$ cat src/rtl/sm_1118_xbee_msg_queue.sv
// sm_1118_xbee_msg_queue
//   Message request queue that feeds the XBee UART transmitter. It buffers
//   supply-identification / pick / deposit requests and hands them to the
//   transmitter one frame at a time. Each frame is held until the transmitter
//   reports completion, and frames are separated by an idle gap. A watchdog
//   aborts any frame the transmitter never finishes.
//
// Ports
//   clk_50M, reset          : clock, asynchronous active-high reset
//   req_valid/req_ready     : request handshake (req_ready is registered)
//   req_type/field/node/color : request contents (type 0 is illegal, dropped)
//   err_clr                 : clears the sticky error flags
//   tx_complete             : one-cycle end-of-frame pulse from transmitter
//   tx_start                : level request to transmitter, high per frame
//   msg_type/field/node_si/color : message fields, stable from LOAD onward
//   busy                    : high while a frame is loading, sending or gapping
//   count                   : FIFO occupancy
//   drop_err, timeout_err   : sticky error flags
module sm_1118_xbee_msg_queue #(
  parameter int DEPTH   = 4,
  parameter int GAP     = 434,
  parameter int TIMEOUT = 100000
) (
  input  logic                     clk_50M,
  input  logic                     reset,
  input  logic                     req_valid,
  output logic                     req_ready,
  input  logic [1:0]               req_type,
  input  logic [1:0]               req_field,
  input  logic [1:0]               req_node,
  input  logic [1:0]               req_color,
  input  logic                     err_clr,
  input  logic                     tx_complete,
  output logic                     tx_start,
  output logic [1:0]               msg_type,
  output logic [1:0]               field,
  output logic [1:0]               node_si,
  output logic [1:0]               color,
  output logic                     busy,
  output logic [$clog2(DEPTH):0]   count,
  output logic                     drop_err,
  output logic                     timeout_err
);

  localparam int AW = $clog2(DEPTH);
  localparam int GW = (GAP > 1) ? $clog2(GAP) : 1;
  localparam int WW = 17;

  localparam logic [AW:0]   DEPTH_V  = (AW+1)'(DEPTH);
  localparam logic [GW-1:0] GAP_LAST = GW'(GAP - 1);
  localparam logic [WW-1:0] TO_LAST  = WW'(TIMEOUT - 1);

  typedef struct packed {
    logic [1:0] typ;
    logic [1:0] fld;
    logic [1:0] node;
    logic [1:0] clr;
  } entry_t;

  typedef enum logic [1:0] {
    S_IDLE = 2'd0,
    S_LOAD = 2'd1,
    S_SEND = 2'd2,
    S_GAP  = 2'd3
  } state_t;

  entry_t          mem [DEPTH];
  entry_t          head;
  logic [AW-1:0]   wptr, rptr;
  logic [AW:0]     count_next;
  state_t          state;
  logic [WW-1:0]   wd;
  logic [GW-1:0]   gap_cnt;
  logic            accept, push, pop, drop_set, to_fire;

  // An illegal-type request still completes the handshake; it just never
  // reaches the storage.
  assign accept   = req_valid & req_ready;
  assign push     = accept & (req_type != 2'd0);
  assign drop_set = accept & (req_type == 2'd0);
  assign pop      = (state == S_IDLE) & (count != '0);
  assign head     = mem[rptr];

  // Completion has priority over the watchdog in the same cycle.
  assign to_fire  = (state == S_SEND) & ~tx_complete & (wd == TO_LAST);

  always_comb begin
    count_next = count;
    if (push && !pop)
      count_next = count + 1'b1;
    else if (pop && !push)
      count_next = count - 1'b1;
  end

  // Storage needs no reset: the pointers and count define what is valid.
  always_ff @(posedge clk_50M) begin
    if (push)
      mem[wptr] <= {req_type, req_field, req_node, req_color};
  end

  // Pointers wrap naturally because DEPTH is a power of two.
  always_ff @(posedge clk_50M or posedge reset) begin
    if (reset) begin
      wptr      <= '0;
      rptr      <= '0;
      count     <= '0;
      req_ready <= 1'b0;
    end else begin
      if (push) wptr <= wptr + 1'b1;
      if (pop)  rptr <= rptr + 1'b1;
      count     <= count_next;
      // Registered, so a full queue stays not-ready for the cycle in which
      // it is popped.
      req_ready <= (count_next < DEPTH_V);
    end
  end

  always_ff @(posedge clk_50M or posedge reset) begin
    if (reset) begin
      state    <= S_IDLE;
      tx_start <= 1'b0;
      busy     <= 1'b0;
      msg_type <= 2'd0;
      field    <= 2'd0;
      node_si  <= 2'd0;
      color    <= 2'd0;
      wd       <= '0;
      gap_cnt  <= '0;
    end else begin
      case (state)
        S_IDLE: begin
          if (pop) begin
            msg_type <= head.typ;
            field    <= head.fld;
            node_si  <= head.node;
            color    <= head.clr;
            busy     <= 1'b1;
            state    <= S_LOAD;
          end
        end
        S_LOAD: begin
          // Fields have been stable for a full cycle before tx_start rises.
          tx_start <= 1'b1;
          wd       <= '0;
          state    <= S_SEND;
        end
        S_SEND: begin
          if (tx_complete || (wd == TO_LAST)) begin
            tx_start <= 1'b0;
            gap_cnt  <= '0;
            state    <= S_GAP;
          end else begin
            wd <= wd + 1'b1;
          end
        end
        S_GAP: begin
          if (gap_cnt == GAP_LAST) begin
            busy  <= 1'b0;
            state <= S_IDLE;
          end else begin
            gap_cnt <= gap_cnt + 1'b1;
          end
        end
        default: state <= S_IDLE;
      endcase
    end
  end

  // Sticky flags: a set in the same cycle as a clear wins.
  always_ff @(posedge clk_50M or posedge reset) begin
    if (reset) begin
      drop_err    <= 1'b0;
      timeout_err <= 1'b0;
    end else begin
      drop_err    <= drop_set | (drop_err & ~err_clr);
      timeout_err <= to_fire  | (timeout_err & ~err_clr);
    end
  end

endmodule

$ cat config.mk
export PLATFORM = sky130hd
export DESIGN_NAME = sm_1118_xbee_msg_queue
export DESIGN_NICKNAME = d
export VERILOG_FILES = /design/src/rtl/sm_1118_xbee_msg_queue.sv
export SDC_FILE = /design/constraint.sdc
export NUM_CORES = 1
export LEC_CHECK = 0
export ABC_AREA = 0
export BUFFER_PORTS_ARGS = -buffer_cell sky130_fd_sc_hd__buf_2
export CAP_MARGIN = 20
export CORE_AREA = 2 2 85 87
export DETAILED_ROUTE_END_ITERATION = 7
export DIE_AREA = 0 0 87 89
export PLACE_DENSITY = 0.77
export SLEW_MARGIN = 10
export SYNTH_ARGS = -nofsm -noshare
export SYNTH_HDL_FRONTEND = slang
export SYNTH_SLANG_ARGS = --single-unit
$ cat constraint.sdc
create_clock -name clk_50M -period 2.7 [get_ports clk_50M]
set_clock_uncertainty 0.1 [all_clocks]
set_input_delay 0.54 -clock clk_50M [delete_from_list [all_inputs] [get_ports clk_50M]]
set_output_delay 0.54 -clock clk_50M [all_outputs]
set_load 0.01 [all_outputs]
* Word level (Yosys, flattened, before mapping) *
Memory sizes are Yosys's and may differ from the RTL's. A register that Yosys moved wholly into a read port is not among the register bits.
Index checks and enable logic that the tools add are counted.
Widths: inputs -> output; s select.

storage, ports and cells
  register bits after elaboration = 40
  RAM bits = 32
  word-level logic and storage cells = 77
  memories = 1

operators by class
  $add $sub $neg = 6
  $lt $le $gt $ge = 1
  eq/ne operators = 10
  mux-type cells = 18
  bitwise gates (word level) = 12
  reduce and logical (&&, ||, !) cells = 18

memories
  memory  depth  width  rd ports  clocked after memory_dff  wr ports  line  text
  mem     4      8      1         1                         1         67    entry_t mem [DEPTH];

operators with widths
  cell                   count
  $pmux 17 s2            1
  $mux 9                 2
  $pmux 9 s2             1
  $add 17x1->17 const B  1
  $eq 17x17->1 const B   1
  $mux 17                1
  $add 9x1->9 const B    1
  $eq 9x9->1 const B     1
  $reduce_and 3->1       3
  $and 1x1->1            8
  $ne 2x2->1 const B     4
  $pmux 2 s4             1
  $reduce_bool 2->1      4
  $mux 2                 3
  $mux 3                 2
  $reduce_and 2->1       3
  $mux 1                 5
  $add 2x1->2 const B    2
  $eq 2x2->1 const B     2
  $logic_not 2->1        2
  $pmux 1 s2             2
  $add 3x1->3 const B    1
  $lt 3x3->1 const B     1
  $reduce_bool 3->1      1
  other kinds (8)        12

* Longest topological paths before layout *
Gate-level depths: netlist (run 1).

  word-level depth = 7
  mapped depth = 11
  depth with buffers taken out = 10

* Least setup slack after synthesis (run 1) *
No wires, ideal clock.

  kind = register to register
  start point = register count[0]
  end point = register count[1]
  arrival = 1.716 ns
  data required time = 2.473 ns
  path slack = 0.757 ns
  cell stages (with the launch flop) = 10
  buffers on the path = 1
  clock period less this slack = 1.943 ns
  path through = dfrtp_1 -> inv_1 -> ha_1 -> nand2b_1 -> nand2_1 -> inv_1 -> clkbuf_1 -> ha_1 -> a211oi_1 -> a21oi_1

between the ends
  longest elaborated chain between the ends = 5

RTL lines
  what                                                  line    text
  start: declaration                                    40      output logic [$clog2(DEPTH):0] count,
  start signal: assignment                              111     count <= count_next;
  $reduce_bool 3->1 *                                   81      assign pop = (state == S_IDLE) & (count != '0);
  $and 1x1->1 *                                         81
  named net pop                                         74      logic accept, push, pop, drop_set, to_fire;
  $logic_and 1x1->1 or $logic_not 1->1 (tied branches)  91, 89
  $mux 3 or $logic_and 1x1->1 (tied branches)           91, 89
  $mux 3 *                                              89      if (push && !pop)

Mark *: on every way through the listed nets, which the timed path passes. The rest lies on a longest branch.
A chain may end at the register's enable or synchronous reset.

* Final worst setup path (run 1) *
  start point = register state[0]
  end point = register wd[16]

between the ends
  longest elaborated chain between the ends = 3

RTL lines
  what                                                       line  text
  start: declaration                                         71    state_t state;
  start signal: assignment                                   120   state <= S_IDLE;
  start signal: assignment                                   138   state <= S_LOAD;
  start signal: assignment                                   145   state <= S_SEND;
  $eq 2x2->1 or $eq 2x1->1 (tied branches)                   130   case (state)
  $ne 2x2->1 (no line) or $reduce_bool 2->1 (tied branches)  -
  $reduce_and 2->1 (no line)                                 -
  end signal: assignment                                     153   wd <= wd + 1'b1;
  end: declaration                                           72    logic [WW-1:0] wd;

Parallel ways exist; a longest one is shown, timed or not.

==> results of run 1 <==
-- registers in the layout, summed over array words and instances, names as in the netlist --
name,flops
gap_cnt,9
color,2
req_ready,1
mem,32
state,2
wd,17
drop_err,1
field,2
tx_start,1
rptr,2
count,3
wptr,2
node_si,2
timeout_err,1
busy,1
msg_type,2
-- cells in the mapped netlist, drive strengths merged, types with 4 or more instances --
master	count	area [um^2]
a21oi	11	58.81
a31oi	9	56.30
and2	4	25.02
buf	6	30.03
clkbuf	8	30.03
dfrtp	48	1201
edfxtp	32	960.9
ha	16	200.2
inv	23	86.33
mux2i	4	40.04
mux4	8	180.2
nand2	47	176.4
nand2b	5	31.28
nand3	17	85.08
nand3b	4	30.03
nand4	4	31.28
nand4b	4	35.03
nor2	17	66.32
nor4	4	25.02
o211ai	6	45.04
o21ai	7	35.03
o221ai	7	61.31
xnor2	4	35.03
-- power by group through the flow --
| stage | registers (mW) | clock network [mW] | logic (mW) |
|---|---|---|---|
| after floorplan | 1.75 | 0 | 1.00 |
| after CTS | 1.79 | 0.875 | 1.38 |
| after global routing | 1.84 | 0.926 | 1.55 |
| after detailed placement | 1.82 | 0 | 1.37 |
| after global placement | 1.80 | 0 | 1.32 |
| final | 1.79 | 0.865 | 1.37 |
-- critical path, stage by stage, from the launching register on --
cell      delay (ns)
dfrtp_1         0.42
inv_1           0.12
ha_1            0.33
nand4b_1        0.24
or4_4           0.59
or3_1           0.32
o211ai_1        0.08
-- path summary, 6_finish.rpt --
check                            start           to  slack [ns]  cells after the start
setup / recovery              state[0]       wd[16]        0.42                      6
setup reg to reg              state[0]       wd[16]        0.42                      6
min in group clk_50M       req_node[1]    mem[0][3]        0.30                      1
max in group asynchronous        reset        wd[4]        1.84                      3
hold reg to reg            msg_type[1]  msg_type[1]        0.38                      2
hold / removal                   reset   node_si[1]        0.13                      2
-- kinds of logic (layout without fill, tap and decap cells) --
group	after synthesis	in the layout	synth area share
and+or+nand+nor	122	122	0.1664
DFF	80	80	0.5596
AOI/OAI and AO/OA	61	61	0.1130
buffers and inverters	37	74	0.03789
adders and majority gates	16	16	0.05181
muxes	13	13	0.05991
xor gates and xnor gates	5	5	0.01133
-- routing by layer --
| metal | vias to the layer above | track usage | routed length, um |
|---|---|---|---|
| li1 | 1295 | - | - |
| met2 | 90 | 0.3400 | 3502 |
| met1 | 1345 | 0.3125 | 3640 |
| met3 | 12 | 0.04247 | 381 |
| met5 | - | 0 | 0 |
| met4 | 0 | 0.08665 | 124 |
-- area by class of cell --
type,count,area [um^2]
clock buffer,11,131.4
clock inverter,5,57.56
fill,521,2421
inverter,23,86.33
multi-input combinational,217,1555
sequential,80,2162
tap,80,100.1
timing repair buffer,35,205.2
==> impl_results.md, run 1 <==
- Avg Inst Size Synth: 11.57 um^2
- Syn Inst Count: 334
- H-tree lvl count: 3
- Vias in the first global route: around 2.7k
- Initial antenna violation count: 0
- Max-Cap Viols: 0
- Port Buffers: 28
- Type of the worst setup path: reg2reg
- Crit path capture type: register
- Setup bufs post-CTS: 0
- DRT Pass-1 Iters: 4
- Seq cells post-synth: 80
- PnR worst setup slack: 0.4245 ns
- Prevailing post-synth register cell: dfrtp_1
- Mapped Nets: 363
- Die ar.: just under 8000 um^2
- First-pass GRT wire length: 13050 um
- Routed wire per std cell: around 17 um
- Core box area: roughly 6700 um^2
- Dpl cells: about 440
- Dpl hpwl: 5380 um
- Setup crit start kind: register
- Final ANT Viol Nets: 0
- Die width: ~87 um
- HP Class: in2async
- CP arrival: 2.44 ns
- Unrepaired setup endpoints after global routing: false
- Fraction of layout cells with a size suffix above 1: 0.1833
- Worst slew pin tran: about 0.6 ns
- Top Ports: 29
- Clock buffer depth: 2
- Pwr dens: approximately 940 nW/um^2
- Outcome: completed
- Initial core utilization: 0.5750
- Vias post-DR: approximately 2.7k
- Required time worst endpoint: 2.87 ns
- P_leak: approximately 1.8 nW
- Fmax: 439.5 MHz
- Worst-skew pair later-pin latency: 0.35 ns
- Largest net degree at the start of global routing: 26
- Final instance area: 4298 um^2
- CTS resizes: 0
- Most common cell after layout, fill and taps aside: dfrtp_1
- Final cell count without fillers: 451
- Drt total wl: 7649 um
- Tcrit/Tclk final: 0.8428
- Post-CTS Hold Fix Bufs: 0
- Routability Congestion: 0.9156
- Most frequent cells in the layout: 48 x dfrtp_1, 47 x nand2_1, 32 x edfxtp_1, 28 x buf_2, 22 x inv_1
- Synth warn: 0
- Crit path time final: 2.276 ns
- Final hold vios: 0
- Final setup fails: 0
- GR Overflow Total: 0
- Row count: 30
- CTS tree: yes
- Sequential-to-total area share from yosys stat: 0.5596
- Pwr Total: 4.027 mW
- Worst-path clk slew: 0.09 ns
- GRT Total Usage: 0.2208
- Peak supply drop: approximately 0.66 mV
- Antenna Cells: 0
- Sequential share of power: 0.445
- Sink Count: 80
- Comb pwr share: 0.340
- Clk network pwr share: 0.215
- Psw: 1.467 mW
- Worst-path fanout max: 8
- Area grow syn2layout: 11.24%
- Hold Slack: 0.1278 ns
- Avg Vias per Cell: 6.080
- Finished Core Util: 0.6397
- DRT iter0 DRCs: 157
- Worst Setup Slack post-DPL: 0.4733 ns
- EDFF count, synth: 32
- DRC: 0
- TritonCTS Buffers: 9
- DP Area: 4109 um^2
- Library cells used by synthesis: 55
- Asr flop ratio synth: 0.6000
- Slew Viols, Final: 0
- Root Buffer: clkbuf_8
- Total negative setup slack: 0 ns
- Post-synthesis cell area: 3864 um^2
- Sw Share: 0.3643
- Relative slew margins: 0.6102
- Die height: 89 um
- Nets@finish: 395
- Internal: 2.560 mW
(Power assumes the default switching activity.)
==> run 2: changes to the inputs <==
--- a/config.mk
+++ b/config.mk
@@ -8,10 +8,10 @@
 export ABC_AREA = 0
 export BUFFER_PORTS_ARGS = -buffer_cell sky130_fd_sc_hd__buf_2
 export CAP_MARGIN = 20
-export CORE_AREA = 2 2 85 87
+export CORE_AREA = 2 2 88 90
 export DETAILED_ROUTE_END_ITERATION = 7
-export DIE_AREA = 0 0 87 89
-export PLACE_DENSITY = 0.77
+export DIE_AREA = 0 0 90 92
+export PLACE_DENSITY = 0.75
 export SLEW_MARGIN = 10
 export SYNTH_ARGS = -nofsm -noshare
 export SYNTH_HDL_FRONTEND = slang
==> constraint.sdc (replaced) <==
create_clock -name clk_50M -period 1.9 [get_ports clk_50M]
set_clock_uncertainty 0.1 [all_clocks]
set_input_delay 0.38 -clock clk_50M [delete_from_list [all_inputs] [get_ports clk_50M]]
set_output_delay 0.38 -clock clk_50M [all_outputs]
set_load 0.01 [all_outputs]
==> run 2 against run 1 <==
The run now ends with negative setup slack left. Flip-flop and latch count unchanged. Critical path type unchanged. Combinational power up 96%. Via count up 7.7%. Cell area up 15%. Critical path depth unchanged. Utilization up 2.4 points. Die area up 6.9%. Routed wire length up 14%. Non-clock buffer count up 54. Largest power group is now combinational logic. Power up 64%. Sequential share of layout area down 6.5 points.
==> impl_results.md, run 2 (synthesis gave the netlist of run 1 again) <==
- Outcome: complete, but fails checks
- Failing checks: negative setup slack
- Core box area: 7447 um^2 (+11%)
- Routed wire per std cell: 16.55 um (-2.4%)
- Comb pwr share: 0.406 (+0.066)
- TritonCTS Buffers: 9 (unchanged)
- Max-Cap Viols: 0 (unchanged)
- Avg Vias per Cell: 5.603 (-7.8%)
- Crit path time final: 1.920 ns (-0.3553 ns)
- Final hold vios: 0 (unchanged)
- Finished Core Util: 0.6641 (+0.02448)
- Required time worst endpoint: 2.05 ns (-0.82 ns)
- Crit path cell chain: inv_2 -> ha_4 -> nand4b_1 -> o41a_1 -> a211o_1 -> mux2_4
- DP Area: 4507 um^2 (+9.7%)
- Highest routed layer: met4
- Sink Count: 80 (unchanged)
- GRT Total Usage: 0.2185 (-0.002324)
- Relative slew margins: 0.6957 (+0.08555)
- GR Overflow Total: 0 (unchanged)
- Sequential cell area: 2165 um^2 (+0.12%)
- Worst-path fanout max: 2 (-6)
- Worst-skew pair later-pin latency: 0.36 ns (about the same)
- Vias in the first global route: 2896 (+6.0%)
- Drt total wl: 8720 um (+14%)
- Fill cell total of the finished layout: 586 (+12%)
- Reg-to-reg slack, setup: -0.02 ns (-0.44 ns)
- Nets@finish: 449 (+14%)
- Final instance area: 4946 um^2 (+15%)
- H-tree lvl count: 3 (unchanged)
- Most common cell after layout, fill and taps aside: buf_4
- Dpl hpwl: 5789 um (+7.6%)
- Final setup fails: 1 (+1)
- Crit path capture type: register
- Top Ports: 29 (unchanged)
- DRT Pass-1 Iters: 4 (unchanged)
- Psw: 2.342 mW (+60%)
- Largest net degree at the start of global routing: 49 (+88%)
- R2r worst-path depth: 6 (unchanged)
- Setup crit start kind: register
- Final ANT Viol Nets: 0 (unchanged)
- DRT iter0 DRCs: 162 (+3.2%)
- Setup crit end: state[1]
- Tcrit/Tclk final: 1.011 (+0.1679)
- Routed met3 length: 403 um (+5.8%)
- Met1 WL: 3851 um (+5.8%)
- Internal: 4.242 mW (+66%)
- Antenna Cells: 0 (unchanged)
- Clk network pwr share: 0.222 (+0.007)
- Row count: 32 (+6.7%)
- Root Buffer: clkbuf_8
- Slew Viols, Final: 0 (unchanged)
- Fraction of layout cells with a size suffix above 1: 0.3459 (+0.1626)
- Max reg flops: 32 (unchanged)
- Pwr dens: 1331 nW/um^2 (+42%)
- First-pass GRT wire length: 14100 um (+8.0%)
- Clock buffer depth: 2 (unchanged)
- Pwr Total: 6.585 mW (+64%)
- P_leak: 2.081 nW (+17%)
- HP Class: in2reg
- Worst Setup Slack post-DPL: -0.03571 ns (-0.5090 ns)
- Reg with most FFs: mem
- PnR worst setup slack: -0.02027 ns (-0.4447 ns)
- Hold Slack: 0.1276 ns (-0.0002520 ns)
- Fmax: 520.8 MHz (+19%)
- Most frequent cells in the layout: 55 x buf_4, 46 x nand2_1, 46 x dfrtp_1, 32 x edfxtp_1, 28 x buf_2
- Unrepaired setup endpoints after global routing: true
- Sequential share of power: 0.371 (-0.074)
- Die ar.: 8280 um^2 (+6.9%)
- DRC: 0 (unchanged)
- Largest regs: mem (32), wd (17), gap_cnt (9)
- Slowest cell on the critical path: o41a_1
- Hold_sp: req_color[0]
- Die width: 90 um (+3.4%)
- Area grow syn2layout: 28.01%
- Worst r2r src: gap_cnt[1]
- Die height: 92 um (+3.4%)
- Port Buffers: 28 (unchanged)
- Worst-path clk slew: 0.09 ns (about the same)
- Reg-to-Reg End: state[1]
- Routability Congestion: 0.9155 (about the same)
- Vias post-DR: 2953 (+7.7%)
- Worst slew pin tran: 0.4523 ns (-0.1325 ns)
- CP arrival: 2.07 ns (-0.37 ns)
- Initial core utilization: 0.5188 (-0.05623)
- Type of the worst setup path: reg2reg
- Sw Share: 0.3557 (-0.008577)
- Met2 Wirelength: 4351 um (+24%)
- Peak supply drop: 0.7556 mV (+14%)
- Area occupied by multi-input gates: 1689 um^2 (+8.6%)
- Worst setup path startpoint: gap_cnt[1]
- Initial antenna violation count: 0 (unchanged)
- CTS tree: yes
- Max incr delay on CP: 0.42 ns (-0.17 ns)
-- run 2: cell types whose count changed in the layout (fill, tap and decap cells not counted), moves of 3 or more --
cell / previous run / this run
inv_2: 1 / 4
ha_4: 0 / 4
ha_1: 16 / 9
buf_4: 6 / 55
inv_1: 22 / 19
ha_2: 0 / 3
-- run 2: routing by layer --
layer  vias up  global-route usage
met1      1470              0.2965
li1       1405                   -
met3         8             0.05177
met4         0             0.07821
met5         -                   0
met2        70              0.3471
-- run 2: layout make-up --
class,instances,area share
tap,102,0.02580
clock buffer,9,0.02504
sequential,80,0.4376
multi-input combinational,217,0.3415
inverter,23,0.01746
clock inverter,7,0.02201
timing repair buffer,89,0.1305
-- run 2: per-stage QoR --
step / setup TNS (ns) / cells
6_report: -0.02027 / 527
5_1_grt: -0.4235 / 527
4_1_cts: -0.01251 / 520
3_5_place_dp: -0.03571 / 503
3_3_place_gp: 0 / 503
2_1_floorplan: 0 / 334
-- run 2: power groups by stage --
stage,Clock (mW),Sequential (mW),Combinational (mW)
floorplan,0,2.49,1.43
global placement,0,2.44,2.36
detailed placement,0,2.45,2.44
CTS,1.48,2.42,2.46
global route,1.56,2.49,2.97
finish,1.46,2.45,2.68
-- run 2: how the worst min path moves through the flow --
stage,end,cells after the start
3_5_place_dp,wd[15],3
5_1_grt,mem[3][2],1
4_1_cts,mem[1][0],1
6_report,mem[1][0],1
2_1_floorplan,wd[12],1
3_3_place_gp,wd[16],3
-- run 2: worst max-delay path, delay by kind of cell (launching register included) --
kind                     cells  cell delay, ns
buffers and inverters        1            0.08
flip-flops                   1            0.40
AO/OA/AOI/OAI                2            0.69
multiplexers                 1            0.30
AND/OR/NAND/NOR              1            0.11
adder cells (fa/ha/maj)      1            0.12
-- run 2: timing repair --
action                                  4_1_cts  5_1_grt
pin swaps                                     1       12
resized for setup                             2       32
endpoints found under the setup margin        3       24
hold buffers                                  1        0
endpoints found under the hold margin        48        0
setup buffers                                 0        7
